[src/rtl/oam_dma_arbiter.sv]
// OAM DMA sequencer and CPU/DMA arbiter for the SM83 main bus, OAM RAM and IO/HRAM block.
// Optional feature macro: OAM_DMA_ECHO_REMAP_EN (fold echo-RAM source pages E0-FF onto C0-DF).
module oam_dma_arbiter #(
    parameter logic [15:0] DMA_REG_ADDR = 16'hFF46,
    parameter logic [15:0] OAM_BASE     = 16'hFE00,
    parameter int          XFER_LEN     = 160,
    parameter int          START_DELAY  = 1
) (
    input  logic        clk,
    input  logic        rst_n,
    input  logic [15:0] cpu_addr,
    input  logic [7:0]  cpu_wdata,
    input  logic        cpu_we,
    input  logic        cpu_re,
    output logic [7:0]  cpu_rdata,
    output logic [15:0] bus_addr,
    output logic [7:0]  bus_wdata,
    output logic        bus_we,
    output logic        bus_re,
    input  logic [7:0]  bus_rdata,
    output logic [7:0]  oam_addr,
    output logic [7:0]  oam_wdata,
    output logic        oam_we,
    input  logic [7:0]  oam_rdata,
    output logic        io_we,
    output logic        io_re,
    input  logic [7:0]  io_rdata,
    output logic        dma_active
);
    localparam logic [15:0] START_CNT = 16'(START_DELAY - 1);
    localparam logic [7:0]  LAST_IDX  = 8'(XFER_LEN - 1);
    localparam logic [16:0] OAM_SPAN  = 17'(XFER_LEN);

    typedef enum logic [1:0] {
        ST_IDLE  = 2'd0,
        ST_START = 2'd1,
        ST_XFER  = 2'd2
    } state_t;

    state_t      state_r, state_s;
    logic [7:0]  src_r, src_s, idx_r, idx_s, bus_src_s;
    logic [15:0] cnt_r, cnt_s;
    logic [16:0] oam_off_s;
    logic        dma_active_r;
    logic        is_reg_s, is_iow_s, is_oam_s, is_main_s, reg_we_s, cpu_acc_s;

    assign is_reg_s  = (cpu_addr == DMA_REG_ADDR);
    assign is_iow_s  = (cpu_addr[15:8] == 8'hFF) && !is_reg_s;
    // Addresses below OAM_BASE borrow into bit 16, so one compare bounds both ends.
    assign oam_off_s = {1'b0, cpu_addr} - {1'b0, OAM_BASE};
    assign is_oam_s  = !is_reg_s && !is_iow_s && (oam_off_s < OAM_SPAN);
    assign is_main_s = !is_reg_s && !is_iow_s && !is_oam_s;
    assign reg_we_s  = cpu_we && is_reg_s;
    assign cpu_acc_s = cpu_we || cpu_re;
    assign dma_active = dma_active_r;

`ifdef OAM_DMA_ECHO_REMAP_EN
    assign bus_src_s = (src_r >= 8'hE0) ? (src_r - 8'h20) : src_r;
`else
    assign bus_src_s = src_r;
`endif

    // State, delay counter, byte index and latched source page.
    always_ff @(posedge clk or negedge rst_n) begin
        if (!rst_n) begin
            state_r      <= ST_IDLE;
            src_r        <= 8'h00;
            idx_r        <= 8'h00;
            cnt_r        <= 16'h0000;
            dma_active_r <= 1'b0;
        end else begin
            state_r      <= state_s;
            src_r        <= src_s;
            idx_r        <= idx_s;
            cnt_r        <= cnt_s;
            dma_active_r <= (state_s != ST_IDLE);
        end
    end

    // Next-state logic; a register write always (re)starts with a full delay.
    always_comb begin
        state_s = state_r;
        cnt_s   = cnt_r;
        idx_s   = idx_r;
        src_s   = src_r;
        if (reg_we_s) begin
            src_s   = cpu_wdata;
            state_s = ST_START;
            cnt_s   = START_CNT;
            idx_s   = 8'h00;
        end else begin
            case (state_r)
                ST_IDLE: begin
                    state_s = ST_IDLE;
                end
                ST_START: begin
                    if (cnt_r == 16'h0000) begin
                        state_s = ST_XFER;
                        idx_s   = 8'h00;
                    end else begin
                        cnt_s = cnt_r - 16'h0001;
                    end
                end
                ST_XFER: begin
                    if (idx_r == LAST_IDX) begin
                        state_s = ST_IDLE;
                    end else begin
                        idx_s = idx_r + 8'h01;
                    end
                end
                default: begin
                    state_s = ST_IDLE;
                end
            endcase
        end
    end

    // Route the CPU port or the DMA engine onto the bus, OAM and IO strobes.
    always_comb begin
        bus_addr  = cpu_addr;
        bus_wdata = cpu_wdata;
        bus_we    = 1'b0;
        bus_re    = 1'b0;
        oam_addr  = oam_off_s[7:0];
        oam_wdata = cpu_wdata;
        oam_we    = 1'b0;
        io_we     = 1'b0;
        io_re     = 1'b0;
        if (!rst_n) begin
            bus_we = 1'b0;
            oam_we = 1'b0;
        end else begin
            io_we = is_iow_s && cpu_we;
            io_re = is_iow_s && cpu_re;
            case (state_r)
                ST_IDLE: begin
                    bus_we = is_main_s && cpu_we;
                    bus_re = is_main_s && cpu_re;
                    oam_we = is_oam_s && cpu_we;
                end
                ST_XFER: begin
                    bus_addr  = {bus_src_s, idx_r};
                    bus_wdata = 8'h00;
                    bus_re    = 1'b1;
                    oam_addr  = idx_r;
                    oam_wdata = bus_rdata;
                    oam_we    = 1'b1;
                end
                default: begin
                    bus_we = 1'b0;
                    bus_re = 1'b0;
                end
            endcase
        end
    end

    // CPU read mux; blocked and unmapped accesses float to FF.
    always_comb begin
        cpu_rdata = 8'hFF;
        if (!cpu_acc_s) begin
            cpu_rdata = 8'hFF;
        end else if (is_reg_s) begin
            cpu_rdata = src_r;
        end else if (is_iow_s) begin
            cpu_rdata = io_rdata;
        end else if (state_r != ST_IDLE) begin
            cpu_rdata = 8'hFF;
        end else if (is_oam_s) begin
            cpu_rdata = oam_rdata;
        end else begin
            cpu_rdata = bus_rdata;
        end
    end
endmodule

[config.mk]
export PLATFORM = sky130hd
export DESIGN_NAME = oam_dma_arbiter
export DESIGN_NICKNAME = d
export VERILOG_FILES = /design/src/rtl/oam_dma_arbiter.sv
export SDC_FILE = /design/constraint.sdc
export NUM_CORES = 1
export LEC_CHECK = 0
export ABC_CLOCK_PERIOD_IN_PS = 4200
export CORE_MARGIN = 8
export CORE_UTILIZATION = 45
export DETAILED_ROUTE_END_ITERATION = 10
export GPL_TIMING_DRIVEN = 0
export MAX_ROUTING_LAYER = met4
export PLACE_DENSITY = 0.79
export SLEW_MARGIN = 20
export SYNTH_ARGS = -nofsm -noshare
export SYNTH_HDL_FRONTEND = slang
export SYNTH_SLANG_ARGS = --single-unit
[constraint.sdc]
create_clock -name clk -period 4.2 [get_ports clk]
set_input_delay 0.84 -clock clk [delete_from_list [all_inputs] [get_ports clk]]
set_output_delay 0.84 -clock clk [all_outputs]
set_load 0.01 [all_outputs]
=== After elaboration in Yosys (flattened, before gate mapping) ===
Cells that the tools add are included.

* $add $sub $neg: 3
* Order comparisons: 1
* Equal/unequal tests: 8
* Mux-type cells: 32
* Reductions and logical operators: 22

{| class="wikitable"
|+ Operators with widths
! cell !! count
|-
| two-way mux 8 bit || 14
|-
| two-way mux 16 bit || 5
|-
| < comparator 17 x 8 -> 1 bit, second input constant || 1
|-
| subtractor 16 x 16 -> 17 bit, second input constant || 1
|-
| == test 16 bit, second input constant || 1
|-
| == test 8 bit, second input constant || 2
|-
| zero test 16 bit || 1
|-
| one-hot mux 8 bit (2 select lines) || 1
|-
| subtractor 16 x 1 -> 16 bit, second input constant || 1
|-
| logical AND 1 bit || 10
|-
| adder 8 x 1 -> 8 bit, second input constant || 1
|-
| two-way mux 1 bit || 6
|-
| two-way mux 2 bit || 3
|-
| inequality test 3 bit, second input constant || 2
|-
| nonzero test 2 bit || 3
|-
| one-hot mux 1 bit (2 select lines) || 2
|-
| one-hot mux 2 bit (2 select lines) || 1
|-
| zero test 1 bit || 3
|-
| AND reduction 3 bit || 1
|-
| nonzero test 3 bit || 1
|-
| == test 2 x 1 -> 1 bit, second input constant || 1
|-
| == test 2 bit, second input constant || 1
|-
| zero test 2 bit || 1
|-
| inequality test 2 bit, second input constant || 1
|-
| other kinds (2) || 2
|}

* Register bits: 35
* Input bits: 52
* Output and inout bits: 54
* Word-level logic and storage cells: 71

=== Logic depth before layout (Yosys ltp) ===
Gate-level depths: netlist of run 1.

* Depth after elaboration: 11
* Depth in mapped cells: 9

=== Worst setup path before layout of run 1 ===
No wires, ideal clock.

* Kind: input -> output
* Start: input cpu_addr[15]
* End: output cpu_rdata[6]
* Data arrival time: 2.038 ns
* Slack: 1.322 ns
* Stages on the path: 5
* Buffers on the path: 0
* Cells stage by stage: nand4_1 -> nor4_1 -> mux2i_1 -> a31oi_1 -> a211o_1

* Word-level cells in the longest chain between the ends: 11
* Elaborated cells between the ends (all ways): 14

{| class="wikitable"
|+ RTL lines
! what !! line !! text
|-
| start, declared || 11 || <nowiki>input logic [15:0] cpu_addr,</nowiki>
|-
| branches (longest 9 deep; another with subtractor 16 x 16 -> 17 bit) || -- ||
|-
| two-way mux 8 bit (*) || 162 || <nowiki>end else if (is_reg_s) begin</nowiki>
|-
| two-way mux 8 bit (*) || 160 || <nowiki>if (!cpu_acc_s) begin</nowiki>
|-
| end, declared || 15 || <nowiki>output logic [7:0] cpu_rdata,</nowiki>
|}

Every way passes the cells marked *.

=== Worst setup path after layout of run 1 ===
* Start: input cpu_addr[10]
* End: output cpu_rdata[0]

The elaborated chain is that of the path after synthesis.

==> results by group, run 1 <==
Critical path
  • Setup CP Type: input port to primary output
  • Critical path's largest stage delay: ~0.57 ns
  • Critical-path top delay cell: nor4_1
  • CP endpoint kind: primary output
  • Arrival @ worst endpoint: ~3.3 ns
  • R2R Setup Slk: between 1.5 and 2 ns
  • Startpoint Class: input port
  • Crit path max fanout: 7
  • Reg2Reg Depth: 9
  • CP Launch Point: cpu_addr[10]
  • RR Startpoint: cnt_r[0]
  • Critical path required time: 3.36 ns
  • Reg-to-Reg End: idx_r[5]
  • CP Cell Sequence: clkdlybuf4s50_1 > nand4_1 > nor4_1 > nand2_1 > o221ai_1 > nand2_1 > clkdlybuf4s50_1

Synth
  • Dominant cell type by area after synthesis: dfrtp_1
  • Sequential element share of the synthesized area: 0.327
  • Syn Nets: between 300 and 400
  • Ys flop type: dfrtp_1
  • Synth warnings: 0
  • Average instance area after synthesis: 8.50 um^2
  • Area fraction of the dominant cell type after synthesis: 0.327
  • Yosys reg bits: 35
  • Ys async rst share: 1.00
  • Mapped Area: 2680 um^2
  • Yosys cell types: 53
  • EDFF count, synth: 0
  • Synth Instances: 315
  • Most area-consuming cells after synthesis: dfrtp_1, mux2_2, nand2_1

Timing
  • Setup WS post-layout: ~0.098 ns
  • Clock skew: roughly 0.0083 ns
  • Final Slew Violations: 0
  • Ratio of final minimum period to clock period: 0.977
  • RSZ-0062 raised after global routing: false
  • Fmax: approximately 240 MHz
  • Setup TNS: 0 ns
  • Final setup violation count: 0
  • Minimum clock period: 4.10 ns
  • Worst slew pin tran: between 0.7 and 0.8 ns
  • Final hold violation count: 0
  • Slew margin rel.: 0.493

Cells and area
  • Net count, final: 485
  • Most frequent cells in the layout: clkdlybuf4s50_1, nand2_1, dfrtp_1, nor2_1, a21oi_1
  • Cell area after layout: 3930 um^2
  • FF+latch area: 876 um^2
  • Antenna cells: 0
  • Fraction of layout cells with a size suffix above 1: 0.131
  • Fill count: 492
  • Post-layout util: 0.672
  • Commonest non-fill, non-tap cell in the layout: clkdlybuf4s50_1
  • Layout area overhead: 46.9%
  • Footprint of the multi-input gates: 1650 um^2

Clock network
  • Skew-Pair Late Insertion Delay: 0.29 ns
  • Post-CTS Setup Bufs: 0
  • H-tree Lvls: 2
  • CTS tree: built
  • TritonCTS buffer count: 5
  • Clock transition at path regs: 0.08 ns
  • Clock buffer depth: 2
  • Root Buffer: clkbuf_8
  • CTS sink cnt: 35

Floorplanning
  • Die Height: 93.1 um
  • Core Box Area: 5850 um^2
  • Chip Width: 93.1 um
  • Rows: 28
  • IO Pins: 106
  • Initial core utilization: 0.458
  • Die area: between 8000 and 9000 um^2

Power
  • Internal: 0.000570 W
  • Worst vdd ir: about 230 uV
  • Clk pwr share: 0.303
  • Psw: 0.000210 W
  • Comb pwr share: 0.222
  • Power share of the sequential group: 0.475
  • Leakage: between 1 and 1.5 nW
  • Power Density: a little under 200 nW/um^2
  • Final Power: 0.000780 W
  • Sw Ratio: 0.269

Global routing
  • Remaining Overflow, GRT: 0
  • Vias in the first global route: 2,807
  • Total Routing Usage GR: 0.225
  • First-pass GRT wire length: 15.1 mm
  • Largest net degree at the start of global routing: 30
  • Initial antenna violation count: 0

Placed design
  • RePlAce Congestion: around 0.86
  • Setup WS pre-CTS: 0.146 ns
  • DPL Wire Length: roughly 7.6 mm
  • Port Buffers: approximately 110
  • Dpl cell area: 3840 um^2

Route
  • Iter 0 DRT Violations: 195
  • Drc violations: 0
  • Via count: 2,958
  • Via density: about 6
  • ANT nets after route: 0
  • DRT Pass-1 Iters: 5
  • Total routed wirelength: 9.60 mm
  • DR WL/cell: approximately 19 um

Outcome
  • Status: finished, final reports clean

Flow run
  • Maxcap violations: 0

Hold path
  • Hold Path Class: input port to async pin
[through the flow]
stage,hold slack [ns],std cells
4_1_cts,0.420,504
5_1_grt,0.432,504
6_report,0.422,504
3_5_place_dp,0.506,496
3_3_place_gp,0.485,495
2_1_floorplan,0.457,315
[Yosys cell counts (all sizes together), types with 3 or more instances]
library cell	instances
nor4	7
nor2	27
a211o	3
ha	5
dfrtp	35
o21ai	7
nand4	12
xor2	7
and2	11
mux2	16
clkbuf	9
o21a	4
o211ai	4
a311oi	3
and4	4
nand2	48
a21oi	19
a31oi	4
xnor2	5
nor3b	4
inv	9
a21o	7
nor3	4
a31o	8
buf	14
o221ai	7
nand4b	3
nand3	10
[cell type report]
cell class                      instances  area share
Buffer                                 23      0.0321
Clock buffer                            5      0.0175
Timing Repair Buffer                  106       0.271
Multi-Input combinational cell        248       0.420
Clock inverter                          3     0.00382
Inverter                                9     0.00859
Tap cell                               75      0.0239
Sequential cell                        35       0.223
[routing by layer]
| metal | up-vias | global-route usage | part of all wire |
|---|---|---|---|
| met3 | 15 | 0.0369 | 0.078 |
| li1 | 1384 | - | - |
| met4 | 0 | 0.0523 | 0.011 |
| met2 | 131 | 0.378 | 0.47 |
| met5 | - | - | 0 |
| met1 | 1428 | 0.277 | 0.44 |
[critical path, delay by kind of cell]
kind	cells	cell delay (ns)
AOI/OAI and AO/OA	1	0.27
and+or+nand+nor	4	1.13
buffers and inverters	2	1.01
[state kept, by name, indices dropped and copies added (netlist names)]
name / cells
dma_active: 1
state_r: 2
cnt_r: 16
bus_src_s: 8
idx_r: 8
[worst max-delay path by stage]
stage	to	slack, ns
6_report	cpu_rdata[0]	0.1
3_3_place_gp	oam_addr[6]	-1.00
5_1_grt	cpu_rdata[4]	0.02
2_1_floorplan	cpu_rdata[6]	1.32
3_5_place_dp	cpu_rdata[6]	0.15
4_1_cts	cpu_rdata[6]	0.15
[power by group through the flow]
stage / clock network, W / registers, W / logic (W)
after floorplan: 0 / 0.000374 / 0.0000576
after global placement: 0 / 0.000376 / 0.000167
after detailed placement: 0 / 0.000377 / 0.000171
after CTS: 0.000244 / 0.000371 / 0.000173
after global routing: 0.000257 / 0.000372 / 0.000184
final: 0.000236 / 0.000371 / 0.000173
[repair_timing]
item	CTS	global route
hold buffers	0	0
gates resized for setup	0	2
endpoints found under the setup margin	0	8
hold endpoints to repair	0	0
[kinds of logic (layout without fill, tap and decap cells)]
logic type	count (synthesis)	after routing	synth area share
AND/OR/NAND/NOR	140	140	0.285
AO/OA/AOI/OAI	73	73	0.191
flip-flops	35	35	0.327
buffers and inverters	32	146	0.0598
multiplexers	18	18	0.0748
XOR/XNOR	12	12	0.0393
adder cells (fa/ha/maj)	5	5	0.0234
(Power assumes the default switching activity.)
==> run 2, diff against run 1 <==
Settings changed: CORE_UTILIZATION 45 to 48, PLACE_DENSITY 0.79 to 0.83, SKIP_CTS_REPAIR_TIMING set to 1.
==> run 2 against run 1 <==
  * First-iteration DRC count grew 41%
  * Maximum frequency is 3.5% higher
  * Total power is 1.3% higher
  * Die area decreased by 5.2%
  * Clock power is 5% higher
  * Register-to-register slack worse by 0.05 ns
  * Critical path depth unchanged
  * Final area is 0.22% higher
  * Critical path type unchanged
==> results by group, run 2 (synthesis results as in run 1) <==
Cells and area
  • Most frequent cells in the layout: clkdlybuf4s50_1, nand2_1, dfrtp_1, nor2_1, a21oi_1
  • Final instance count without filler cells: 500
  • Antenna cells: 0
  • Fraction of layout cells with a size suffix above 1: 0.133
  • Net count, final: just under 500
  • Commonest non-fill, non-tap cell in the layout: clkdlybuf4s50_1
  • Layout area overhead: 47.2%
  • Max reg flops: 16
  • Post-layout util: 0.725
  • Largest Register: cnt_r

Global routing
  • First-pass GRT wire length: 15.5 mm
  • Vias in the first global route: approximately 2,800
  • Largest net degree at the start of global routing: 28
  • Total Routing Usage GR: 0.238
  • Initial antenna violation count: 0
  • Remaining Overflow, GRT: 0

Timing
  • Final hold violation count: 0
  • RSZ-0062 raised after global routing: false
  • Clock skew: 0.00583 ns
  • Hold_ws: 0.431 ns
  • Setup TNS: 0 ns
  • Final Slew Violations: 0
  • Slew margin rel.: 0.499
  • Minimum clock period: about 4 ns
  • Setup WS post-layout: approximately 0.24 ns
  • Worst slew pin tran: ~0.75 ns
  • Fmax: 252 MHz
  • Final setup violation count: 0
  • Ratio of final minimum period to clock period: 0.944

Placed design
  • RePlAce Congestion: approximately 0.91
  • Setup WS pre-CTS: 0.100 ns
  • DPL Wire Length: 7.77 mm
  • Port Buffers: 105
  • Placed Cells incl. Taps: roughly 490

Power
  • Power Density: 200 nW/um^2
  • Internal: between 0.0005 and 0.0006 W
  • Leakage: 1.49 nW
  • Psw: 0.000204 W
  • Clk pwr share: 0.312
  • Comb pwr share: 0.218
  • Sw Ratio: 0.259
  • Power share of the sequential group: 0.469
  • Worst vdd ir: 256 uV

Clock network
  • Clock buffer depth: 2
  • CTS tree: built
  • Clock transition at path regs: 0.07 ns
  • Root Buffer: clkbuf_8
  • CTS sink cnt: 35
  • Skew-Pair Late Insertion Delay: 0.29 ns
  • H-tree Lvls: 2
  • TritonCTS buffer count: 5

Floorplanning
  • Core Box Area: 5440 um^2
  • Initial core utilization: 0.492
  • Rows: 27
  • Die Height: 90.7 um
  • Chip Width: 90.7 um
  • Die area: 8220 um^2
  • IO Pins: ~110

Critical path
  • Most frequent CP cell: clkdlybuf4s50_1
  • CP endpoint kind: primary output
  • Crit path max fanout: 3
  • Startpoint Class: input port
  • Setup CP Type: input port to primary output
  • CP Cell Sequence: clkdlybuf4s50_1 > nand4_1 > nor4_2 > mux2i_1 > a31oi_1 > a211o_1 > clkdlybuf4s50_1
  • CP Launch Point: cpu_addr[15]
  • RR Startpoint: cnt_r[0]
  • Critical path's largest stage delay: 0.51 ns
  • Critical-path top delay cell: clkdlybuf4s50_1
  • Arrival @ worst endpoint: 3.12 ns
  • Critical path required time: between 3 and 4 ns

Flow run
  • Maxcap violations: 0

Hold path
  • Hold Path Class: input port to async pin

Outcome
  • Status: finished, final reports clean

Route
  • Total routed wirelength: 9.68 mm
  • Via count: 2,937
  • Via density: 5.87
  • DR WL/cell: 19.4 um
  • ANT nets after route: 0
  • DRT Pass-1 Iters: 5
  • Drc violations: 0
  • Iter 0 DRT Violations: 274
## run 2: cell types whose count changed in the layout (fill, tap and decap cells not counted), sizes merged
cell,before,now
clkbuf,14,15
clkinv,3,1
## run 2: area by class of cell
class | instances | area [um^2]
fill | 422 | 1500
buffer | 23 | 126
clock inverter | 1 | 5.00
clock buffer | 6 | 82.6
sequential | 35 | 876
tap | 72 | 90.1
timing repair buffer | 106 | 1070
inverter | 9 | 33.8
multi-input combinational | 248 | 1660
## run 2: through the flow
stage               instance area (um^2)  total power, W
global route                        3940        0.000820
finish                              3940        0.000790
floorplan                           2680        0.000432
CTS                                 3920        0.000794
detailed placement                  3830        0.000547
global placement                    3820        0.000543
## run 2: path summary, 6_finish.rpt
kind	endpoint	slack (ns)	cells past startpoint
worst max-delay path	cpu_rdata[6]	0.24	7
worst min-delay path	cnt_r[5]	0.43	1
worst max register to register	idx_r[5]	1.63	9
worst min register to register	bus_src_s[7]	0.51	2
max in group asynchronous	idx_r[3]	3.34	2
min in group clk	bus_src_s[7]	0.51	2
## run 2: power by group through the flow
stage,combinational [W],clock [W],sequential [W]
floorplan,0.0000576,0,0.000374
global placement,0.000167,0,0.000376
detailed placement,0.000170,0,0.000377
CTS,0.000171,0.000252,0.000370
global route,0.000184,0.000264,0.000372
finish,0.000172,0.000247,0.000371
## run 2: metal layers
layer  routed length, um  global-route usage  vias to the layer above
met1                4120               0.291                     1387
li1                    -                   -                     1385
met2                4490               0.378                      153
met3                 915              0.0557                       12
met4                 151              0.0777                        0
met5                   0                   -                        -
## run 2: critical path, delay by kind of cell
kind | cells | cell delay [ns]
AOI/OAI and AO/OA | 2 | 0.39
buffers and inverters | 2 | 1.01
muxes | 1 | 0.25
and+or+nand+nor | 2 | 0.63
==> run 3, diff against run 2 <==
Settings changed: ABC_CLOCK_PERIOD_IN_PS 4200 to 4500, CORE_UTILIZATION 48 to 44, PLACE_DENSITY 0.83 to 0.77.
Clock period 4.2 ns to 4.5 ns, I/O delays scaled along.
==> run 3 against run 2 <==
  * Critical endpoint is now cpu_rdata[0]
  * Highest routed layer unchanged
  * Critical path type unchanged
  * Count of clock-buffer cells in the layout is 1 lower
  * Clock skew is 0.0053 ns higher
  * Routed wire length is 0.36% lower
==> results by group, run 3 (synthesis results as in run 1) <==
Outcome
  • Status: finished, final reports clean

Cells and area
  • Most frequent cells in the layout: clkdlybuf4s50_1, nand2_1, dfrtp_1, nor2_1, a21oi_1
  • Fraction of layout cells with a size suffix above 1: 0.126
  • Layout area overhead: 46.4%
  • Cell area after layout: 3920 um^2
  • Fill count: 506
  • Largest Register: cnt_r
  • Antenna cells: 0
  • Commonest non-fill, non-tap cell in the layout: clkdlybuf4s50_1
  • Net count, final: 485
  • Max reg flops: 16
  • Post-layout util: 0.666

Critical path
  • Crit path max fanout: 7
  • CP endpoint kind: primary output
  • Critical path's largest stage delay: 0.58 ns
  • Startpoint Class: input port
  • CP Cell Sequence: clkdlybuf4s50_1 > nand4_1 > nor4_1 > nand2_1 > o221ai_1 > nand2_1 > clkdlybuf4s50_1
  • Setup CP Type: input port to primary output
  • Reg2Reg Depth: 9
  • Top Family by Delay on Critical Path: simple AND/OR/NAND/NOR gates
  • CP Buf/Inv Count: 2
  • Reg-to-Reg End: idx_r[5]
  • R2R Setup Slk: 1.96 ns
  • Critical-path top delay cell: nor4_1
  • CP Depth: 7
  • Critical path required time: between 3 and 4 ns
  • Arrival @ worst endpoint: 3.38 ns
  • RR Startpoint: cnt_r[0]

Route
  • DRT Pass-1 Iters: 4
  • Via density: 5.83
  • Iter 0 DRT Violations: 159
  • Total routed wirelength: 9.65 mm
  • ANT nets after route: 0
  • DR WL/cell: 19.1 um
  • Via count: 2,936
  • Drc violations: 0

Timing
  • Minimum clock period: 4.28 ns
  • Final Slew Violations: 0
  • Fmax: roughly 230 MHz
  • Worst slew pin tran: 0.832 ns
  • Setup WS post-layout: ~0.22 ns
  • RSZ-0062 raised after global routing: false
  • Slew margin rel.: 0.443
  • Final hold violation count: 0
  • Ratio of final minimum period to clock period: 0.951
  • Final setup violation count: 0
  • Hold_ws: 0.481 ns
  • Clock skew: about 0.011 ns

Global routing
  • Remaining Overflow, GRT: 0
  • Met1 Usage GRT: 0.260
  • Grt met2 use: 0.365
  • Initial antenna violation count: 0
  • Largest net degree at the start of global routing: 29
  • Total Routing Usage GR: 0.219
  • Vias in the first global route: 2,797
  • First-pass GRT wire length: between 10 and 15 mm
  • Gr busiest metal: met2
  • GR Util met3: 0.0512

Floorplanning
  • Die area: 8840 um^2
  • Chip Width: 94.0 um
  • Core Box Area: 5890 um^2
  • IO Pins: roughly 110
  • Die Height: 94.0 um
  • Initial core utilization: 0.455
  • Rows: 28

Power
  • Leakage: 1.48 nW
  • Worst vdd ir: 176 uV
  • Power Density: roughly 190 nW/um^2

Hold path
  • Hold Path Class: input port to async pin

Placed design
  • RePlAce Congestion: 0.938
  • Port Buffers: 105
  • DPL Wire Length: between 7 and 8 mm
  • Dpl cell area: 3840 um^2
  • Setup WS pre-CTS: 0.262 ns

Clock network
  • Skew-Pair Late Insertion Delay: 0.29 ns
  • TritonCTS buffer count: 5
  • CTS sink cnt: 35
  • Clock transition at path regs: 0.07 ns
  • CTS tree: built
  • H-tree Lvls: 2
  • Clock buffer depth: 2
  • Root Buffer: clkbuf_8

Flow run
  • Maxcap violations: 0
run 3: changes by cell type in the layout (fill, tap and decap cells not counted), sizes merged:
| cell | delta |
|---|---|
| clkbuf | -1 |
| clkinv | +2 |
run 3: per-layer routing:
metal,routed length [um],vias up,share of wire
met1,4060,1401,0.42
met4,139,0,0.014
met3,929,14,0.096
met5,0,-,0
met2,4520,139,0.47
li1,-,1382,-
run 3: layout make-up:
class / count / area, um^2 / area share
inverters: 9 / 33.8 / 0.00862
multi-input cells: 248 / 1640 / 0.419
clock buffers: 5 / 68.8 / 0.0175
flip-flops and latches: 35 / 876 / 0.223
plain buffers: 23 / 126 / 0.0322
clock inverters: 3 / 15.0 / 0.00383
well taps: 75 / 93.8 / 0.0239
repair buffers: 106 / 1070 / 0.272
run 3: stage by stage:
stage               power (W)  TNS (ns)  instances
global route         0.000757         0        504
CTS                  0.000735         0        504
floorplan            0.000403         0        315
finish               0.000727         0        504
global placement     0.000507    -27.04        495
detailed placement   0.000512         0        496
run 3: worst max path at each step:
stage	from	to	slack, ns
after global placement	rst_n	oam_addr[2]	-0.85
final	cpu_addr[10]	cpu_rdata[0]	0.22
after detailed placement	cpu_addr[15]	cpu_rdata[0]	0.26
after CTS	cpu_addr[15]	cpu_rdata[0]	0.27
after global routing	cpu_addr[10]	cpu_rdata[7]	0.07
after floorplan	cpu_addr[15]	cpu_rdata[6]	1.50
run 3: worst register-to-register path: stages (launching register included):
cell,delay [ns]
dfrtp_1,0.41
inv_1,0.07
ha_1,0.13
buf_2,0.18
nor3b_1,0.43
nand4_4,0.23
and2_4,0.24
buf_6,0.14
or4_1,0.50
a21oi_1,0.15
run 3: power by group:
part / total (W) / switching (W) / internal [W] / leakage [nW]
combinational: 0.000160 / 0.0000623 / 0.0000982 / 1.06
sequential: 0.000347 / 0.0000191 / 0.000328 / 0.375
clock: 0.000220 / 0.000114 / 0.000106 / 0.0477
